$ cat src/rtl/br_resolve_ctrl.sv
// Conditional-branch resolver: IDLE->CMP->RESP sequencing around an external comparator.
// Response 2 cycles after accept; holds until i_rsp_ready; BR_STATS_EN adds saturating counters.
module br_resolve_ctrl #(
   parameter int XLEN = 32
`ifdef BR_STATS_EN
   ,
   parameter int CNT_W = 16
`endif
) (
   input  logic            i_clk,
   input  logic            i_rst,
   input  logic            i_flush,
   input  logic            i_req_valid,
   output logic            o_req_ready,
   input  logic [2:0]      i_funct3,
   input  logic [XLEN-1:0] i_pc,
   input  logic [XLEN-1:0] i_imm,
   input  logic [XLEN-1:0] i_rs1_data,
   input  logic [XLEN-1:0] i_rs2_data,
   output logic            o_br_un,
   output logic [XLEN-1:0] o_cmp_rs1,
   output logic [XLEN-1:0] o_cmp_rs2,
   input  logic            i_br_less,
   input  logic            i_br_equal,
   output logic            o_rsp_valid,
   input  logic            i_rsp_ready,
   output logic            o_taken,
   output logic [XLEN-1:0] o_target,
   output logic            o_illegal
`ifdef BR_STATS_EN
   ,
   output logic [CNT_W-1:0] o_taken_cnt,
   output logic [CNT_W-1:0] o_total_cnt
`endif
);

   typedef enum logic [1:0] {S_IDLE, S_CMP, S_RESP} state_t;

   state_t            state_q, state_d;
   logic              req_ready_q, req_ready_d;
   logic              rsp_valid_q, rsp_valid_d;
   logic              taken_q, taken_d;
   logic              illegal_q, illegal_d;
   logic [XLEN-1:0]   target_q, target_d;
   logic [2:0]        funct3_q, funct3_d;
   logic [XLEN-1:0]   pc_q, pc_d;
   logic [XLEN-1:0]   imm_q, imm_d;
   logic [XLEN-1:0]   rs1_q, rs1_d;
   logic [XLEN-1:0]   rs2_q, rs2_d;
   logic              cond;
   logic              bad_f3;
`ifdef BR_STATS_EN
   logic [CNT_W-1:0]  taken_cnt_q, taken_cnt_d;
   logic [CNT_W-1:0]  total_cnt_q, total_cnt_d;
   logic              count_en;
`endif

   // Branch condition from the comparator flags; only meaningful while in CMP.
   always_comb begin
      cond   = 1'b0;
      bad_f3 = 1'b0;
      case (funct3_q)
         3'b000:  cond = i_br_equal;
         3'b001:  cond = ~i_br_equal;
         3'b100,
         3'b110:  cond = i_br_less;
         3'b101,
         3'b111:  cond = ~i_br_less;
         default: bad_f3 = 1'b1;
      endcase
   end

   always_comb begin
      state_d     = state_q;
      req_ready_d = req_ready_q;
      rsp_valid_d = rsp_valid_q;
      taken_d     = taken_q;
      illegal_d   = illegal_q;
      target_d    = target_q;
      funct3_d    = funct3_q;
      pc_d        = pc_q;
      imm_d       = imm_q;
      rs1_d       = rs1_q;
      rs2_d       = rs2_q;
      case (state_q)
         S_IDLE: begin
            if (i_req_valid && req_ready_q) begin
               funct3_d    = i_funct3;
               pc_d        = i_pc;
               imm_d       = i_imm;
               rs1_d       = i_rs1_data;
               rs2_d       = i_rs2_data;
               req_ready_d = 1'b0;
               state_d     = S_CMP;
            end
         end
         S_CMP: begin
            illegal_d   = bad_f3;
            taken_d     = cond & ~bad_f3;
            target_d    = (cond & ~bad_f3) ? (pc_q + imm_q) : (pc_q + XLEN'(4));
            rsp_valid_d = 1'b1;
            state_d     = S_RESP;
         end
         S_RESP: begin
            if (i_rsp_ready) begin
               rsp_valid_d = 1'b0;
               req_ready_d = 1'b1;
               state_d     = S_IDLE;
            end
         end
         default: begin
            rsp_valid_d = 1'b0;
            req_ready_d = 1'b1;
            state_d     = S_IDLE;
         end
      endcase
      // Flush wins over both a same-cycle accept and a same-cycle response handshake.
      if (i_flush) begin
         state_d     = S_IDLE;
         rsp_valid_d = 1'b0;
         req_ready_d = 1'b1;
         funct3_d    = funct3_q;
         pc_d        = pc_q;
         imm_d       = imm_q;
         rs1_d       = rs1_q;
         rs2_d       = rs2_q;
      end
   end

`ifdef BR_STATS_EN
   always_comb begin
      taken_cnt_d = taken_cnt_q;
      total_cnt_d = total_cnt_q;
      count_en    = (state_q == S_RESP) && i_rsp_ready && !i_flush && !illegal_q;
      if (count_en) begin
         if (total_cnt_q != '1) total_cnt_d = total_cnt_q + 1'b1;
         if (taken_q && (taken_cnt_q != '1)) taken_cnt_d = taken_cnt_q + 1'b1;
      end
   end
`endif

   always_ff @(posedge i_clk or posedge i_rst) begin
      if (i_rst) begin
         state_q     <= S_IDLE;
         req_ready_q <= 1'b1;
         rsp_valid_q <= 1'b0;
         taken_q     <= 1'b0;
         illegal_q   <= 1'b0;
         target_q    <= '0;
         funct3_q    <= '0;
         pc_q        <= '0;
         imm_q       <= '0;
         rs1_q       <= '0;
         rs2_q       <= '0;
`ifdef BR_STATS_EN
         taken_cnt_q <= '0;
         total_cnt_q <= '0;
`endif
      end else begin
         state_q     <= state_d;
         req_ready_q <= req_ready_d;
         rsp_valid_q <= rsp_valid_d;
         taken_q     <= taken_d;
         illegal_q   <= illegal_d;
         target_q    <= target_d;
         funct3_q    <= funct3_d;
         pc_q        <= pc_d;
         imm_q       <= imm_d;
         rs1_q       <= rs1_d;
         rs2_q       <= rs2_d;
`ifdef BR_STATS_EN
         taken_cnt_q <= taken_cnt_d;
         total_cnt_q <= total_cnt_d;
`endif
      end
   end

   // Comparator drive simply mirrors the latched request; it is only sampled in CMP.
   assign o_req_ready = req_ready_q;
   assign o_br_un     = funct3_q[1];
   assign o_cmp_rs1   = rs1_q;
   assign o_cmp_rs2   = rs2_q;
   assign o_rsp_valid = rsp_valid_q;
   assign o_taken     = taken_q;
   assign o_target    = target_q;
   assign o_illegal   = illegal_q;
`ifdef BR_STATS_EN
   assign o_taken_cnt = taken_cnt_q;
   assign o_total_cnt = total_cnt_q;
`endif

endmodule
$ cat config.mk
export PLATFORM = sky130hd
export DESIGN_NAME = br_resolve_ctrl
export DESIGN_NICKNAME = d
export VERILOG_FILES = /design/src/rtl/br_resolve_ctrl.sv
export SDC_FILE = /design/constraint.sdc
export NUM_CORES = 1
export LEC_CHECK = 0
export ABC_AREA = 0
export CAP_MARGIN = 10
export CORE_MARGIN = 2
export CORE_UTILIZATION = 49
export DETAILED_ROUTE_END_ITERATION = 10
export PLACE_DENSITY_LB_ADDON = 0.25
export SYNTH_ARGS = -nofsm -noshare
export SYNTH_HDL_FRONTEND = slang
export SYNTH_SLANG_ARGS = --single-unit
$ cat constraint.sdc
create_clock -name i_clk -period 6.7 [get_ports i_clk]
set_input_delay 1.34 -clock i_clk [delete_from_list [all_inputs] [get_ports i_clk]]
set_output_delay 1.34 -clock i_clk [all_outputs]
set_load 0.01 [all_outputs]
==> results of run 1 <==
==> routing by layer <==
metal  GRT usage  vias to the layer above
li1            -                     4004
met1       0.342                     3865
met2       0.431                      278
met3      0.0686                       45
met4      0.0956                        0
met5           0                        -
==> worst max-delay path: stages <==
cell,delay (ns)
clkdlybuf4s50_1,0.46
nand2b_1,0.07
or4b_4,0.75
inv_4,0.63
buf_4,0.67
nand2_1,0.14
nand2_1,0.09
==> area by class of cell <==
class                      count  area [um2]  area share
clock buffer                  20         447      0.0373
clock inverter                12         154      0.0129
inverter                      12        52.6     0.00439
multi-input combinational    842        4360       0.364
sequential                   169        4230       0.353
tap                          229         287      0.0239
timing repair buffer         246        2440       0.204
==> cell usage in the layout (no fill, tap or decap), types with 7 or more instances in the layout <==
cell type / n
nand2_1: 445
nor3_1: 15
xor2_1: 19
nand3_1: 25
dfrtp_1: 168
inv_1: 10
nand2b_1: 7
nand4_1: 10
o21ai_0: 43
nor2_1: 48
buf_4: 8
ha_1: 32
a21o_1: 19
clkbuf_16: 17
and3_1: 14
clkdlybuf4s50_1: 238
o21bai_1: 7
a31oi_1: 14
or3_1: 7
xnor2_1: 18
a21oi_1: 48
==> worst max-delay path by stage <==
stage / startpoint / cells past startpoint / end / slack (ns)
floorplan: i_rst / 1 / funct3_q[0] / 0.79
global placement: i_req_valid / 7 / o_cmp_rs1[17] / 2.48
detailed placement: i_req_valid / 7 / o_cmp_rs1[17] / 2.40
CTS: i_req_valid / 7 / o_cmp_rs1[17] / 2.86
global route: i_req_valid / 7 / o_cmp_rs1[17] / 2.64
finish: i_req_valid / 7 / o_cmp_rs1[17] / 2.89
==> per-stage QoR <==
| stage | area (um2) | total power, W | worst slack, ns | hold WS (ns) | std cells |
|---|---|---|---|---|---|
| after floorplan | 8810 | 0.00248 | 0.787 | 0.450 | 1070 |
| after global placement | 11400 | 0.00320 | 2.48 | 0.451 | 1498 |
| after detailed placement | 11400 | 0.00323 | 2.40 | 0.461 | 1498 |
| after CTS | 12000 | 0.00426 | 2.86 | 0.478 | 1530 |
| after global routing | 12000 | 0.00452 | 2.64 | 0.491 | 1530 |
| final | 12000 | 0.00426 | 2.89 | 0.475 | 1530 |
==> where the power goes <==
| group | switching, W | total, W | internal (W) |
|---|---|---|---|
| sequential | 0.000233 | 0.00154 | 0.00131 |
| combinational | 0.000872 | 0.00169 | 0.000820 |
| clock | 0.000453 | 0.00103 | 0.000573 |
==> registers in the layout, indices dropped and copies added, names as in the netlist <==
name / cells
pc_q: 32
o_illegal: 1
funct3_q: 3
o_req_ready: 1
o_taken: 1
o_target: 32
o_rsp_valid: 1
o_cmp_rs1: 32
o_cmp_rs2: 32
imm_q: 32
state_q: 2
==> cells by family (layout without fill, tap and decap cells) <==
logic type	after synthesis	in the layout	synth area share
XOR/XNOR	37	37	0.0368
multiplexers	5	5	0.00568
AO/OA/AOI/OAI	173	173	0.125
flip-flops	169	169	0.480
buffers and inverters	59	290	0.0260
AND/OR/NAND/NOR	594	594	0.279
adder cells (fa/ha/maj)	33	33	0.0477
==> out/metrics.csv, run 1 <==
metric,value,unit
syn_area_per_cell,8.24,um2
synth_flop_cell,dfrtp_1,
worst_pin_slew,1.11,ns
cts_resized,0,
clockBufferDepth,2,
seq_area_frac_synth,0.480,
syn_inst,1070,
dr_wl_met2,11900,um
wire_per_inst,16.3,um
cts_tree,built,
synth.cell_area,8810,um2
grt_pass1_vias,8147,
clock-sinks,169,
top_layer_used,met4,
routabilityCongestion,0.952,
endpoint_kind,flip-flop,
cp_max_fo,70,
final_antenna_net_count,0,
die_w,138,um
die_area,19100,um2
diodes,0,
fin_tns_setup,0,ns
routed-via-count,8192,
status,"finished, final reports clean",
start_util,0.496,
rr_worst_depth,9,
synth_top_cell_area_share,0.477,
synth_fp_nets,1241,
drive_above_1_share,0.0384,
synth_most_common_cell,nand2_1,
clock-skew-final,0.0105,ns
grt_max_degree,89,
postCtsSetupBuffers,0,
dp_hpwl,17300,um
first_iter_violations,531,
worstReg2RegStart,pc_q[2],
rows,49,
io_buffers,238,
synth_common_cells,"nand2_1 (445), dfrtp_1 (168), a21oi_1 (48), nor2_1 (48), clkbuf_1 (45)",
period_share,0.569,
coreArea,17800,um2
antenna_found_initial,0,
clock_latency,0.44,ns
die_h,138,um
period_needed,3.81,ns
crit_arrival,4.19,ns
rr_endpoint,o_target[26],
synth_top_cell_by_area,dfrtp_1,
setup_viol,0,
grt_pass1_wl,41100,um
root_buffer,clkbuf_16,
powerDensity,356,nW/um2
leakagePower,5.74,nW
synth_edf_count,0,
grt_setup_unrepaired,false,
m1WireLength,10700,um
wirelength,24900,um
drv_slew,0,
synth_area_leaders,"dfrtp_1 (48%), nand2_1 (19%), ha_1 (4.5%), a21oi_1 (2.7%), o21ai_0 (2.4%)",
num_io_pins,239,
finish.utilization,0.673,
min_from,o_cmp_rs2[12],
cts_max_level,4,
cts_inserted_buffers,17,
overflow,0,
ys_types,58,
min_path_type,flip-flop to flip-flop,
crit_path_start_kind,input pin,
required,7.08,ns
fmax,262,MHz
gr-usage-all-layers,0.264,
hold_end,o_cmp_rs2[12],
area_growth_syn_to_layout,35.8,%
ys_ff_latch,169,
hold-path-cell-count,2,
cts_hold_buf,0,
drv_cap,0,
first_pass_iters,5,
maxSlewHeadroom,0.249,
worstSetupPathType,input pin to flip-flop,
nFillCells,1473,
via_per_inst,5.35,
synth_async_sr_flop_share,1.00,
clk_pin_slew,0.07,ns
drc_errors,0,
vdd_drop_max,0.228,mV
hold_viol,0,
yosysWarningCount,0,
reg2reg_slack,3.27,ns
dr_wl_met3,1670,um
nNetsFinal,1459,
No activity file was read; power rests on OpenSTA's default activity.
==> run 2: changes to the inputs <==
Clock period 6.7 ns to 3.8 ns, I/O delays scaled along.
==> out/metrics.csv, run 2 (synthesis results as in run 1) <==
metric,value,unit
nFillCells,1408,
rows,49,
cts_hold_buf,0,
clockBufferDepth,2,
root_buffer,clkbuf_16,
final_cell_mix,"nand2_1 (445), clkdlybuf4s50_1 (238), dfrtp_1 (168)",
slowest_delay,0.41,ns
gr-usage-all-layers,0.260,
dp_hpwl,17600,um
clk_pin_slew,0.07,ns
clock_latency,0.43,ns
coreArea,17800,um2
leakagePower,5.80,nW
cpLargestDelayFamily,compound AO/OA/AOI/OAI gates,
overflow,0,
setup_ws,0.469,ns
via_per_inst,5.31,
clock-skew-final,0.00860,ns
grt_max_degree,93,
maxSlewHeadroom,0.351,
start_util,0.496,
cts_tree,built,
crit_arrival,3.70,ns
area_growth_syn_to_layout,37.3,%
register_area,4230,um2
num_io_pins,239,
postCtsSetupBuffers,0,
worst_pin_slew,0.973,ns
wire_per_inst,15.7,um
wirelength,24100,um
crit_buf_inv,0,
grt_setup_unrepaired,false,
cts_resized,0,
io_buffers,238,
cts_inserted_buffers,17,
clock-sinks,169,
final_common_cell,nand2_1,
path_cells,ha_1 > fa_1 > a21o_1 > a21o_1 > a211oi_1 > o21ai_0 > a21oi_1 > o41ai_1 > a2111o_1 > nand3_1,
crit_path_start_kind,flip-flop,
routed-via-count,8158,
required,4.17,ns
diodes,0,
post-place-ws,0.552,ns
multi_input_area,4360,um2
first_pass_iters,5,
endpoint_kind,flip-flop,
place_area,11500,um2
routabilityCongestion,0.959,
worstSetupPathType,flip-flop to flip-flop,
vdd_drop_max,0.503,mV
cp_slowest_cell,fa_1,
period_share,0.876,
fmax,300,MHz
setup_viol,0,
cp_max_fo,4,
cts_max_level,4,
grt_pass1_vias,8192,
crit_top_cell,a21o_1,
first_iter_violations,546,
final_antenna_net_count,0,
die_w,138,um
die_h,138,um
nNetsFinal,1466,
period_needed,3.33,ns
drive_above_1_share,0.0451,
drc_errors,0,
die_area,19100,um2
status,"finished, final reports clean",
design_area,12100,um2
fin_tns_setup,0,ns
drv_cap,0,
finish.utilization,0.681,
antenna_found_initial,0,
total_power,0.00753,W
grt_pass1_wl,40300,um
min_path_type,flip-flop to flip-flop,
powerDensity,622,nW/um2
drv_slew,0,
hold_viol,0,
run 2: worst reg2reg max path: stages, from the launching register on:
cell and delay, ns:
dfrtp_1 0.40, ha_1 0.26, fa_1 0.41, a21o_1 0.19
a21o_1 0.20, a211oi_1 0.38, o21ai_0 0.31, a21oi_1 0.38
o41ai_1 0.25, a2111o_1 0.41, nand3_1 0.08
run 2: per-stage QoR:
step | hold WS, ns | instances
finish | 0.473 | 1537
global route | 0.497 | 1537
CTS | 0.478 | 1537
global placement | 0.450 | 1505
floorplan | 0.450 | 1070
detailed placement | 0.461 | 1505
run 2: final timing paths:
| path | slack, ns | from | depth (start not counted) | endpoint |
|---|---|---|---|---|
| worst max-delay path | 0.47 | pc_q[0] | 10 | o_target[30] |
| worst min-delay path | 0.47 | o_cmp_rs1[6] | 2 | o_cmp_rs1[6] |
| worst max register to register | 0.47 | pc_q[0] | 10 | o_target[30] |
| worst min register to register | 0.47 | o_cmp_rs1[6] | 2 | o_cmp_rs1[6] |
| max in group asynchronous | 2.21 | i_rst | 3 | o_cmp_rs1[29] |
| min in group asynchronous | 0.86 | i_rst | 2 | imm_q[29] |
run 2: area by class of cell:
class                   instances  area share
flip-flops and latches        169       0.350
clock inverters                15      0.0157
repair buffers                253       0.211
inverters                      12     0.00424
clock buffers                  17      0.0351
multi-input cells             842       0.360
well taps                     229      0.0237
run 2: per-layer routing:
layer	track usage	wire length, um	share of wire	vias up
met5	0	0	0	-
met4	0.109	723	0.030	0
met3	0.0637	1700	0.071	47
met2	0.427	11500	0.48	280
met1	0.331	10200	0.42	3809
li1	-	-	-	4022
run 2: power breakdown:
part / total (W) / switching [W] / internal, W
registers: 0.00271 / 0.000406 / 0.00231
logic: 0.00300 / 0.00154 / 0.00147
clock network: 0.00181 / 0.000760 / 0.00105
==> run 3: changes to the inputs <==
Settings changed: CAP_MARGIN 10 to not set, SLEW_MARGIN set to 20.
==> results of run 3 <==
Final layout, timing and power as in run 2 (identical DEF).
